==> config.mk <==
export PLATFORM = sky130hd
export DESIGN_NAME = gbsha_fir_driver
export DESIGN_NICKNAME = d
export VERILOG_FILES = /design/src/rtl/gbsha_fir_driver.sv
export SDC_FILE = /design/constraint.sdc
export NUM_CORES = 1
export LEC_CHECK = 0
export ABC_AREA = 1
export BUFFER_PORTS_ARGS = -buffer_cell sky130_fd_sc_hd__buf_2
export CAP_MARGIN = 40
export CORE_MARGIN = 10
export CORE_UTILIZATION = 45
export DETAILED_ROUTE_END_ITERATION = 10
export PLACE_DENSITY = 0.65
export SYNTH_ARGS = -nofsm -noshare
export SYNTH_HDL_FRONTEND = slang
export SYNTH_SLANG_ARGS = --single-unit
export TNS_END_PERCENT = 30
==> constraint.sdc <==
create_clock -name clk -period 4.9 [get_ports clk]
set_input_delay 0.49 -clock clk [delete_from_list [all_inputs] [get_ports clk]]
set_output_delay 0.49 -clock clk [all_outputs]
set_load 0.02 [all_outputs]
==> src/rtl/gbsha_fir_driver.sv <==
// Sequencer for a 5-tap FIR pin interface: loads coefficients, then streams samples and returns tagged results.
// Latency 4 cycles from sample handshake to m_valid; s_ready only in STREAM, no backpressure on results.
module gbsha_fir_driver #(
    parameter int N_TAPS = 5,
    parameter int BW_in  = 6,
    parameter int BW_out = 8,
    parameter int LAT    = 4
) (
    input  logic              clk,
    input  logic              reset,
    input  logic              cfg_we,
    input  logic [2:0]        cfg_addr,
    input  logic [BW_in-1:0]  cfg_data,
    input  logic              start,
    input  logic              stop,
    input  logic              s_valid,
    output logic              s_ready,
    input  logic [BW_in-1:0]  s_data,
    output logic              fir_reset,
    output logic [BW_in-1:0]  fir_x,
    input  logic [BW_out-1:0] fir_y,
    output logic              m_valid,
    output logic [BW_out-1:0] m_data,
    output logic              busy,
    output logic              underrun
);

    localparam int CNT_MAX = (N_TAPS > LAT) ? N_TAPS : LAT;
    localparam int CNT_W   = $clog2(CNT_MAX);

    typedef enum logic [1:0] {
        IDLE,
        LOAD,
        STREAM,
        DRAIN
    } state_t;

    state_t             state;
    state_t             state_nxt;
    logic [CNT_W-1:0]   cnt;
    logic [CNT_W-1:0]   cnt_nxt;
    logic [BW_in-1:0]   x_nxt;
    logic               tag_in;
    logic               und_nxt;
    logic               accepted;
    logic               acc_nxt;
    logic [LAT-2:0]     tag_pipe;
    logic [BW_in-1:0]   coef [N_TAPS];
    logic               cfg_wr;

    assign s_ready = (state == STREAM);
    assign cfg_wr  = (state == IDLE) && !start && cfg_we && (int'(cfg_addr) < N_TAPS);

    always_ff @(posedge clk) begin
        if (reset) begin
            state <= IDLE;
        end else begin
            state <= state_nxt;
        end
    end

    // cnt counts down through the load (coefficient index) and drain phases
    always_comb begin
        state_nxt = state;
        cnt_nxt   = cnt;
        x_nxt     = '0;
        tag_in    = 1'b0;
        und_nxt   = underrun;
        acc_nxt   = accepted;
        unique case (state)
            IDLE: begin
                if (start) begin
                    state_nxt = LOAD;
                    cnt_nxt   = CNT_W'(N_TAPS - 1);
                    x_nxt     = coef[N_TAPS-1];
                    und_nxt   = 1'b0;
                    acc_nxt   = 1'b0;
                end
            end
            LOAD: begin
                if (cnt == '0) begin
                    state_nxt = STREAM;
                end else begin
                    cnt_nxt = cnt - CNT_W'(1);
                    x_nxt   = coef[cnt - CNT_W'(1)];
                end
            end
            STREAM: begin
                if (s_valid) begin
                    x_nxt   = s_data;
                    tag_in  = 1'b1;
                    acc_nxt = 1'b1;
                end else if (accepted) begin
                    und_nxt = 1'b1;
                end
                if (stop) begin
                    state_nxt = DRAIN;
                    cnt_nxt   = CNT_W'(LAT - 1);
                end
            end
            DRAIN: begin
                if (cnt == '0) begin
                    state_nxt = IDLE;
                end else begin
                    cnt_nxt = cnt - CNT_W'(1);
                end
            end
            default: state_nxt = IDLE;
        endcase
    end

    // tag_pipe mirrors the FIR pipeline so m_valid lines up with the captured fir_y
    always_ff @(posedge clk) begin
        if (reset) begin
            cnt       <= '0;
            fir_reset <= 1'b1;
            fir_x     <= '0;
            busy      <= 1'b0;
            underrun  <= 1'b0;
            accepted  <= 1'b0;
            tag_pipe  <= '0;
            m_valid   <= 1'b0;
            m_data    <= '0;
            for (int k = 0; k < N_TAPS; k++) begin
                coef[k] <= '0;
            end
        end else begin
            cnt       <= cnt_nxt;
            fir_reset <= (state_nxt == IDLE);
            fir_x     <= x_nxt;
            busy      <= (state_nxt != IDLE);
            underrun  <= und_nxt;
            accepted  <= acc_nxt;
            tag_pipe  <= {tag_pipe[LAT-3:0], tag_in};
            m_valid   <= tag_pipe[LAT-2];
            m_data    <= fir_y;
            if (cfg_wr) begin
                coef[cfg_addr] <= cfg_data;
            end
        end
    end

endmodule

==> results of run 1 <==
placed cells by master (no fill, tap or decap), types with 9 or more instances in the layout:
cell / n
a21oi_1: 14
buf_2: 47
clkbuf_8: 9
conb_1: 18
dfxtp_1: 27
edfxtp_1: 48
inv_1: 63
nand2_1: 70
nand3_1: 36
nor2_1: 57
metrics by stage:
step                worst slack, ns  hold WS (ns)  std cells  area, um^2
floorplan                      3.10         0.388        381        3320
global placement               2.73         0.388        516        3640
detailed placement             2.76         0.398        516        3640
CTS                            2.71         0.325        532        3840
global route                   2.50         0.334        532        3840
finish                         2.73         0.336        532        3840
synth_stat cells, drive strengths merged:
cell type / n / area share
nand3: 36 / 0.055
nand4: 2 / 0.0038
o21ai: 9 / 0.015
xnor2: 1 / 0.0027
a21oi: 14 / 0.021
dfxtp: 27 / 0.17
xor2: 2 / 0.0054
clkbuf: 4 / 0.0046
nand2: 77 / 0.094
nor3: 1 / 0.0031
ha: 2 / 0.0077
buf: 5 / 0.0084
edfxtp: 48 / 0.44
inv: 69 / 0.079
nor2: 65 / 0.087
a31o: 1 / 0.0027
conb: 1 / 0.0012
cells by family (layout without fill, tap and decap cells):
family	count (synthesis)	after routing	synth area share
AND/OR/NAND/NOR	181	181	0.243
buffers and inverters	78	133	0.0925
flip-flops	75	75	0.608
AO/OA/AOI/OAI	24	24	0.0392
XOR/XNOR	3	3	0.00806
adder cells (fa/ha/maj)	2	2	0.00768
other	1	18	0.00115
routing by layer:
layer	vias to the layer above	track usage
met5	-	0
li1	1256	-
met2	65	0.216
met3	15	0.0319
met4	0	0.0755
met1	1125	0.170
worst paths after layout:
kind | startpoint | end | slack (ns) | depth (start not counted)
setup / recovery | cnt[0] | fir_x[0] | 2.73 | 7
hold / removal | fir_y[4] | m_data[4] | 0.34 | 3
setup reg to reg | cnt[0] | fir_x[0] | 2.73 | 7
hold reg to reg | tag_pipe[0] | tag_pipe[1] | 0.40 | 2
flip-flops by register name, summed over array words and instances, names as in the netlist:
register / cells
cnt: 3
state: 2
m_valid: 1
fir_x: 6
busy: 1
accepted: 1
fir_reset: 1
m_data: 8
underrun: 1
coef: 48
tag_pipe: 3
worst min-delay path: cells and delay by family:
family	cells	cell delay [ns]
buf+inv	2	0.10
simple gates	1	0.06
layout make-up:
class	instances	area (um^2)	area share
sequential	75	1980	0.515
multi-input combinational	228	1040	0.270
clock inverter	3	18.8	0.00488
timing repair buffer	48	243	0.0631
tap	96	120	0.0312
clock buffer	13	183	0.0475
inverter	69	259	0.0674
power groups by stage:
stage                     clock, mW  sequential (mW)  combinational [mW]
after floorplan                   0            0.816               0.476
after global placement            0            0.787               0.690
after detailed placement          0            0.790               0.686
after CTS                     0.472            0.776               0.689
after global routing          0.503            0.784               0.780
final                         0.467            0.776               0.688
==> impl_metrics.toml, run 1 <==
[worst_setup_path]
crit_top_cell = "nand3_1"
cp_max_fo = 26
path_class = "reg2reg"
cp-end-kind = "register"
worstPathCellList = "inv_2, ha_1, inv_1, nand3_1, nand3_1, nand3_1, a21oi_1"
cp_data_required_time_ns = 5.11
cpMaxStageDelayCell = "ha_1"
crit_family = "adder cells"
path_buf_inv = 2
worstPathArrival_ns = 2.38
start_kind = "register"
cpPeakStageDelay_ns = 0.69

[job]
cap_violations = 0

[grt]
overflow = 0
grt_pass1_vias = 2425
grt_pass1_wl_mm = 11.9
grt_max_degree = 27
antenna_found_initial = 0
grt_usage = 0.137

[routing]
vias_per_cell = 4.63
route.met2.wl_mm = 3.49
routedWlPerCell_um = 14.1
wl_met1_mm = 3.46
wirelength_mm = 7.48
dr_wl_met3_um = 374
top_layer = "met4"
drc_errors = 0
drt_iter0_drc = 125
first_pass_iters = 4
vias = 2461
ant_nets = 0

[pwr]
power_switching_mw = 0.730
power_density_nw_per_um2 = 502
power_leakage_nw = 1.83
internal_power_mw = 1.20
power_frac_comb = 0.356
p_seq_frac = 0.402
peakVddDrop_mv = 0.164
power_mw = 1.93
pwr-share-clk = 0.242
switching_share = 0.378

[cells_and_area]
n_antenna_cell = 0
layout.nets = 462
fillers = 678
syn_to_final_growth_pct = 18.0
final_util = 0.557
drive_above_1_share = 0.197

[floorplan]
die_h_um = 105
die_area_um2 = 11000
num_rows = 30
fp.coreArea_um2 = 6910
ioPinCount = 48
initial_core_util = 0.472
fp.dieW_um = 105

[sta]
drv_slew = 0
fin_worst_skew_ns = 0.00551
final.setup.tns_ns = 0
period_minus_slack_ns = 2.17
fin_crit_sh = 0.442
relSlewSlack = 0.585
finalSetupViolCount = 0
rsz0062_at_grt = "false"
hold_viol_final = 0
tightestPinTransition_ns = 0.619
clock.fmax_ghz = 0.462

[clock_network]
cts_tree = "done"
post_cts_buffers = 0
holdBufCountCts = 0
cts.sinks = 75
clk_pin_slew_ns = 0.08
clock_path_buffers = 2
worstSkewPairLatency_ns = 0.35
cts_resized = 0
htreeDepth = 3
root_buffer = "clkbuf_8"
cts_buffers = 9

[place]
hpwl_mm = 5.57
gp_congestion = 0.843
port_buffers = 47

[synth]
synth_cells = 364
ys_seq_area_frac = 0.608
avgSynthCellArea_um2 = 8.95
ys_seq_elements = 75
yosysUniqueCellTypes = 24
yosysWarningCount = 0
syn_area_um2 = 3260

[run_status]
status = "finished clean"

[min_path]
holdCritPathClass = "in2reg"
Note: power is estimated with default switching activity, not from simulation.
==> run 2: changes to the inputs <==
clock period = 2.1 ns   (was 4.9 ns; I/O delays follow)
==> impl_metrics.toml, run 2 (synthesis gave the netlist of run 1 again) <==
[cells_and_area]
syn_to_final_growth_pct = 19.0
regArea_um2 = 1980
final_util = 0.562
layout.nets = 465
layout_common_cells = "nand2_1, inv_1, nor2_1, edfxtp_1, buf_2"
top_register = "coef"
final_cells = 535
drive_above_1_share = 0.205
largest_register_ffs = 48
final_common_cell = "nand2_1"
n_antenna_cell = 0
multi_input_area_um2 = 1040
reg_top3 = "coef x48, m_data x8, fir_x x6"
fillers = 657

[worst_setup_path]
crit_start = "state[1]"
cpPeakStageDelay_ns = 0.38
reg2reg_from = "state[1]"
crit_top_cell = "nor2_2"
regToRegSetupSlack_ns = 0.41
cp_max_fo = 7
worstPathArrival_ns = 1.73
cp-end-kind = "register"
r2r_cells = 5
r2r-end = "coef[4][3]"
cp_data_required_time_ns = 2.14
worstPathCellList = "nor2_2, nand2_2, nor2_2, nand4_1, nand2_1"
cpMaxStageDelayCell = "dfxtp_1"
path_class = "reg2reg"
start_kind = "register"

[sta]
final.setup.tns_ns = 0
period_minus_slack_ns = 1.69
clock.fmax_ghz = 0.592
rsz0062_at_grt = "false"
tightestPinTransition_ns = 0.541
hold_viol_final = 0
finalSetupViolCount = 0
setup_ws_ns = 0.410
fin_crit_sh = 0.805
relSlewSlack = 0.637
drv_slew = 0
fin_worst_skew_ns = 0.00961

[routing]
drt_iter0_drc = 212
routedWlPerCell_um = 13.1
first_pass_iters = 4
vias_per_cell = 4.61
drc_errors = 0
vias = 2465
ant_nets = 0
wirelength_mm = 7.03

[place]
port_buffers = 47
dpl.cell_count = 519
gp_congestion = 0.853
hpwl_mm = 5.33
dp_worst_setup_slack_ns = 0.424

[floorplan]
die_area_um2 = 11000
num_rows = 30
ioPinCount = 48
fp.coreArea_um2 = 6910
initial_core_util = 0.472
die_h_um = 105
fp.dieW_um = 105

[grt]
grt_pass1_vias = 2562
grt_usage = 0.134
antenna_found_initial = 0
overflow = 0
grt_pass1_wl_mm = 11.9
grt_max_degree = 27

[min_path]
holdPathStages = 3
holdCritPathClass = "in2reg"
hold_end = "m_data[7]"
hold_start = "fir_y[7]"

[run_status]
status = "finished clean"

[clock_network]
cts_buffers = 9
cts_resized = 0
holdBufCountCts = 0
clock_path_buffers = 2
clk_pin_slew_ns = 0.08
cts.sinks = 75
root_buffer = "clkbuf_8"
htreeDepth = 3
cts_tree = "done"
post_cts_buffers = 0
worstSkewPairLatency_ns = 0.35

[pwr]
peakVddDrop_mv = 0.521
power_density_nw_per_um2 = 1180
power_leakage_nw = 1.85
power_mw = 4.56

[job]
cap_violations = 0
==> run 2: cell type report <==
| type | count | share of cell area |
|---|---|---|
| Clock buffer | 11 | 0.0448 |
| Clock inverter | 5 | 0.0100 |
| Inverter | 69 | 0.0668 |
| Multi-Input combinational cell | 228 | 0.268 |
| Sequential cell | 75 | 0.511 |
| Tap cell | 96 | 0.0310 |
| Timing Repair Buffer | 51 | 0.0684 |
==> run 2: how the worst max path moves through the flow <==
stage	to	cells past startpoint
6_report	coef[4][3]	5
5_1_grt	coef[4][5]	5
4_1_cts	coef[4][3]	5
3_5_place_dp	coef[4][4]	5
3_3_place_gp	coef[4][4]	5
2_1_floorplan	fir_x[2]	10
==> run 2: critical path: cells and delay by family (launching register included) <==
kind | cells | cell delay, ns
DFF | 1 | 0.38
and+or+nand+nor | 5 | 0.99
==> run 2: stage by stage <==
| stage | area, um^2 | hold slack [ns] |
|---|---|---|
| after global placement | 3670 | 0.389 |
| after global routing | 3880 | 0.0382 |
| after detailed placement | 3670 | 0.396 |
| after floorplan | 3320 | 0.282 |
| after CTS | 3880 | 0.0351 |
| final | 3880 | 0.0519 |
==> run 2: where the power goes <==
group	internal (mW)	leakage (nW)	switching, mW
registers	1.73	0.708	0.0780
logic	0.526	1.03	1.09
clock network	0.583	0.111	0.559
==> run 2: per-layer routing <==
layer  global-route usage  vias to the layer above  part of all wire
met3               0.0381                       10             0.075
met5                    0                        -                 0
met2                0.211                       83              0.47
li1                     -                     1263                 -
met4               0.0706                        0             0.015
met1                0.163                     1109              0.44
==> run 3: changes to the inputs <==
ABC_AREA = 0   (was 1)
PLACE_DENSITY = 0.68   (was 0.65)
clock period = 1.4 ns   (was 2.1 ns; I/O delays follow)
==> impl_metrics.toml, run 3 <==
[floorplan]
die_area_um2 = 10600
num_rows = 30
initial_core_util = 0.461
die_h_um = 103
fp.coreArea_um2 = 6760
ioPinCount = 48
fp.dieW_um = 103

[worst_setup_path]
cp_data_required_time_ns = 1.64
start_kind = "register"
worstPathCellList = "inv_6, ha_4, buf_12, mux4_2, a22oi_2, o31ai_1"
path_class = "reg2reg"
crit_family = "flip-flops"
cpPeakStageDelay_ns = 0.40
cp_max_fo = 7
worstPathArrival_ns = 1.81
path_buf_inv = 2
cp-end-kind = "register"
cpMaxStageDelayCell = "dfxtp_4"

[clock_network]
htreeDepth = 3
worstSkewPairLatency_ns = 0.36
cts_tree = "done"
clock_path_buffers = 2
cts.sinks = 75
cts_buffers = 9
clk_pin_slew_ns = 0.09
root_buffer = "clkbuf_8"

[synth]
synth_common_cells = "edfxtp_1, and2_1, dfxtp_1, nor2b_1, nor2_1"
synth_xor_area_frac = 0.00281
yosysTopAreaCell = "edfxtp_1"
yosysWarningCount = 0
avgSynthCellArea_um2 = 14.5
synth_area_leaders = "edfxtp_1, dfxtp_1, and2_1"
synth_mux_area_frac = 0.0952
async_reset_ff_frac = 0
yosys.area.top_type_share = 0.463
yosysMostFrequentCell = "edfxtp_1"
synth_edf_count = 48
synth_fa_ha_area_frac = 0.00804
ys.flop_type = "edfxtp_1"
synth_top_family_by_area = "simple AND/OR/NAND/NOR gates"
synth_cells = 215
synth_compound_area_frac = 0.0731
syn_area_um2 = 3110
ys_seq_elements = 75
ys_seq_area_frac = 0.636
synth-simple-area-share = 0.159
yosysUniqueCellTypes = 42

[grt]
overflow = 0
grt_pass1_wl_mm = 11.4
grt_max_degree = 33
grt_pass1_vias = 2223
grt_usage = 0.145
antenna_found_initial = 0

[job]
cap_violations = 0

[routing]
ant_nets = 0
vias_per_cell = 5.10
routedWlPerCell_um = 17.8
vias = 2072
drt_iter0_drc = 66
first_pass_iters = 4
drc_errors = 0
wirelength_mm = 7.22

[pwr]
power_leakage_nw = 1.70
power_density_nw_per_um2 = 1640
peakVddDrop_mv = 0.577

[place]
port_buffers = 47
hpwl_mm = 4.89
dp_worst_setup_slack_ns = -0.266
gp_congestion = 0.777

[sta]
final.setup.tns_ns = -2.36
whs_ns = 0.0658
fin_crit_sh = 1.12
rsz0062_at_grt = "true"
drv_slew = 0
finalSetupViolCount = 36
hold_viol_final = 0
setup_ws_ns = -0.170
fin_worst_skew_ns = 0.00803
clock.fmax_ghz = 0.637
period_minus_slack_ns = 1.57

[cells_and_area]
layout_common_cells = "edfxtp_1, buf_2, and2_1, buf_4, dfxtp_1"
final_common_cell = "edfxtp_1"
syn_to_final_growth_pct = 34.7
n_antenna_cell = 0
top_register = "coef"
reg_top3 = "coef x48, m_data x8, fir_x x6"
largest_register_ffs = 48
layout.nets = 352
drive_above_1_share = 0.405

[run_status]
violations = "setup timing"
status = "complete, but fails checks"

[min_path]
holdCritPathClass = "in2reg"
[run 3: area by class of cell]
cell class | count | area (um^2)
inverter | 5 | 26.3
clock buffer | 10 | 149
tap | 80 | 100
fill | 538 | 2560
multi-input combinational | 143 | 1240
timing repair buffer | 87 | 623
sequential | 75 | 1990
clock inverter | 6 | 67.6
[run 3: power by group]
group / switching, mW / leakage (nW) / internal, mW
logic: 1.08 / 0.877 / 1.27
registers: 0.135 / 0.710 / 2.58
clock network: 0.853 / 0.113 / 0.945
[run 3: metrics by stage]
step,power [mW],utilization,instances,cell area (um^2)
6_report,6.87,0.621,406,4190
5_1_grt,7.20,0.621,406,4190
4_1_cts,6.72,0.609,400,4110
3_5_place_dp,4.52,0.545,371,3680
3_3_place_gp,4.47,0.545,371,3680
2_1_floorplan,3.97,-,232,3230
[run 3: kinds of logic after synthesis]
group                    Yosys count
AND/OR/NAND/NOR                   78
other                              1
AO/OA/AOI/OAI                     31
XOR/XNOR                           1
flip-flops                        75
adder cells (fa/ha/maj)            2
buffers and inverters             14
multiplexers                      13
[run 3: metal layers]
metal  wire [um]  vias up  track usage
met5           0        -            0
met4         110        0       0.0770
met3         475        9       0.0405
met2        3470       54        0.229
met1        3160     1012        0.177
li1            -      997            -
[run 3: worst reg2reg max path, delay by kind of cell, from the launching register on]
| kind | cells | cell delay [ns] |
|---|---|---|
| flops | 1 | 0.40 |
| mux | 1 | 0.31 |
| compound gates | 2 | 0.31 |
| fa+ha+maj | 1 | 0.28 |
| buf+inv | 2 | 0.17 |
[run 3: what timing repair did]
action,4_1_cts,5_1_grt
gates resized for setup,24,8
cloned,0,0
hold buffers,7,1
setup endpoints to repair,60,61
setup buffers,6,5
endpoints found under the hold margin,7,1
pin swaps,9,2
[run 3: worst paths after layout]
check / slack, ns / start / depth (start not counted) / to
setup / recovery: -0.17 / cnt[0] / 6 / fir_x[1]
hold / removal: 0.07 / cfg_data[3] / 1 / coef[6][3]
hold reg to reg: 0.45 / tag_pipe[0] / 1 / tag_pipe[1]
setup reg to reg: -0.17 / cnt[0] / 6 / fir_x[1]
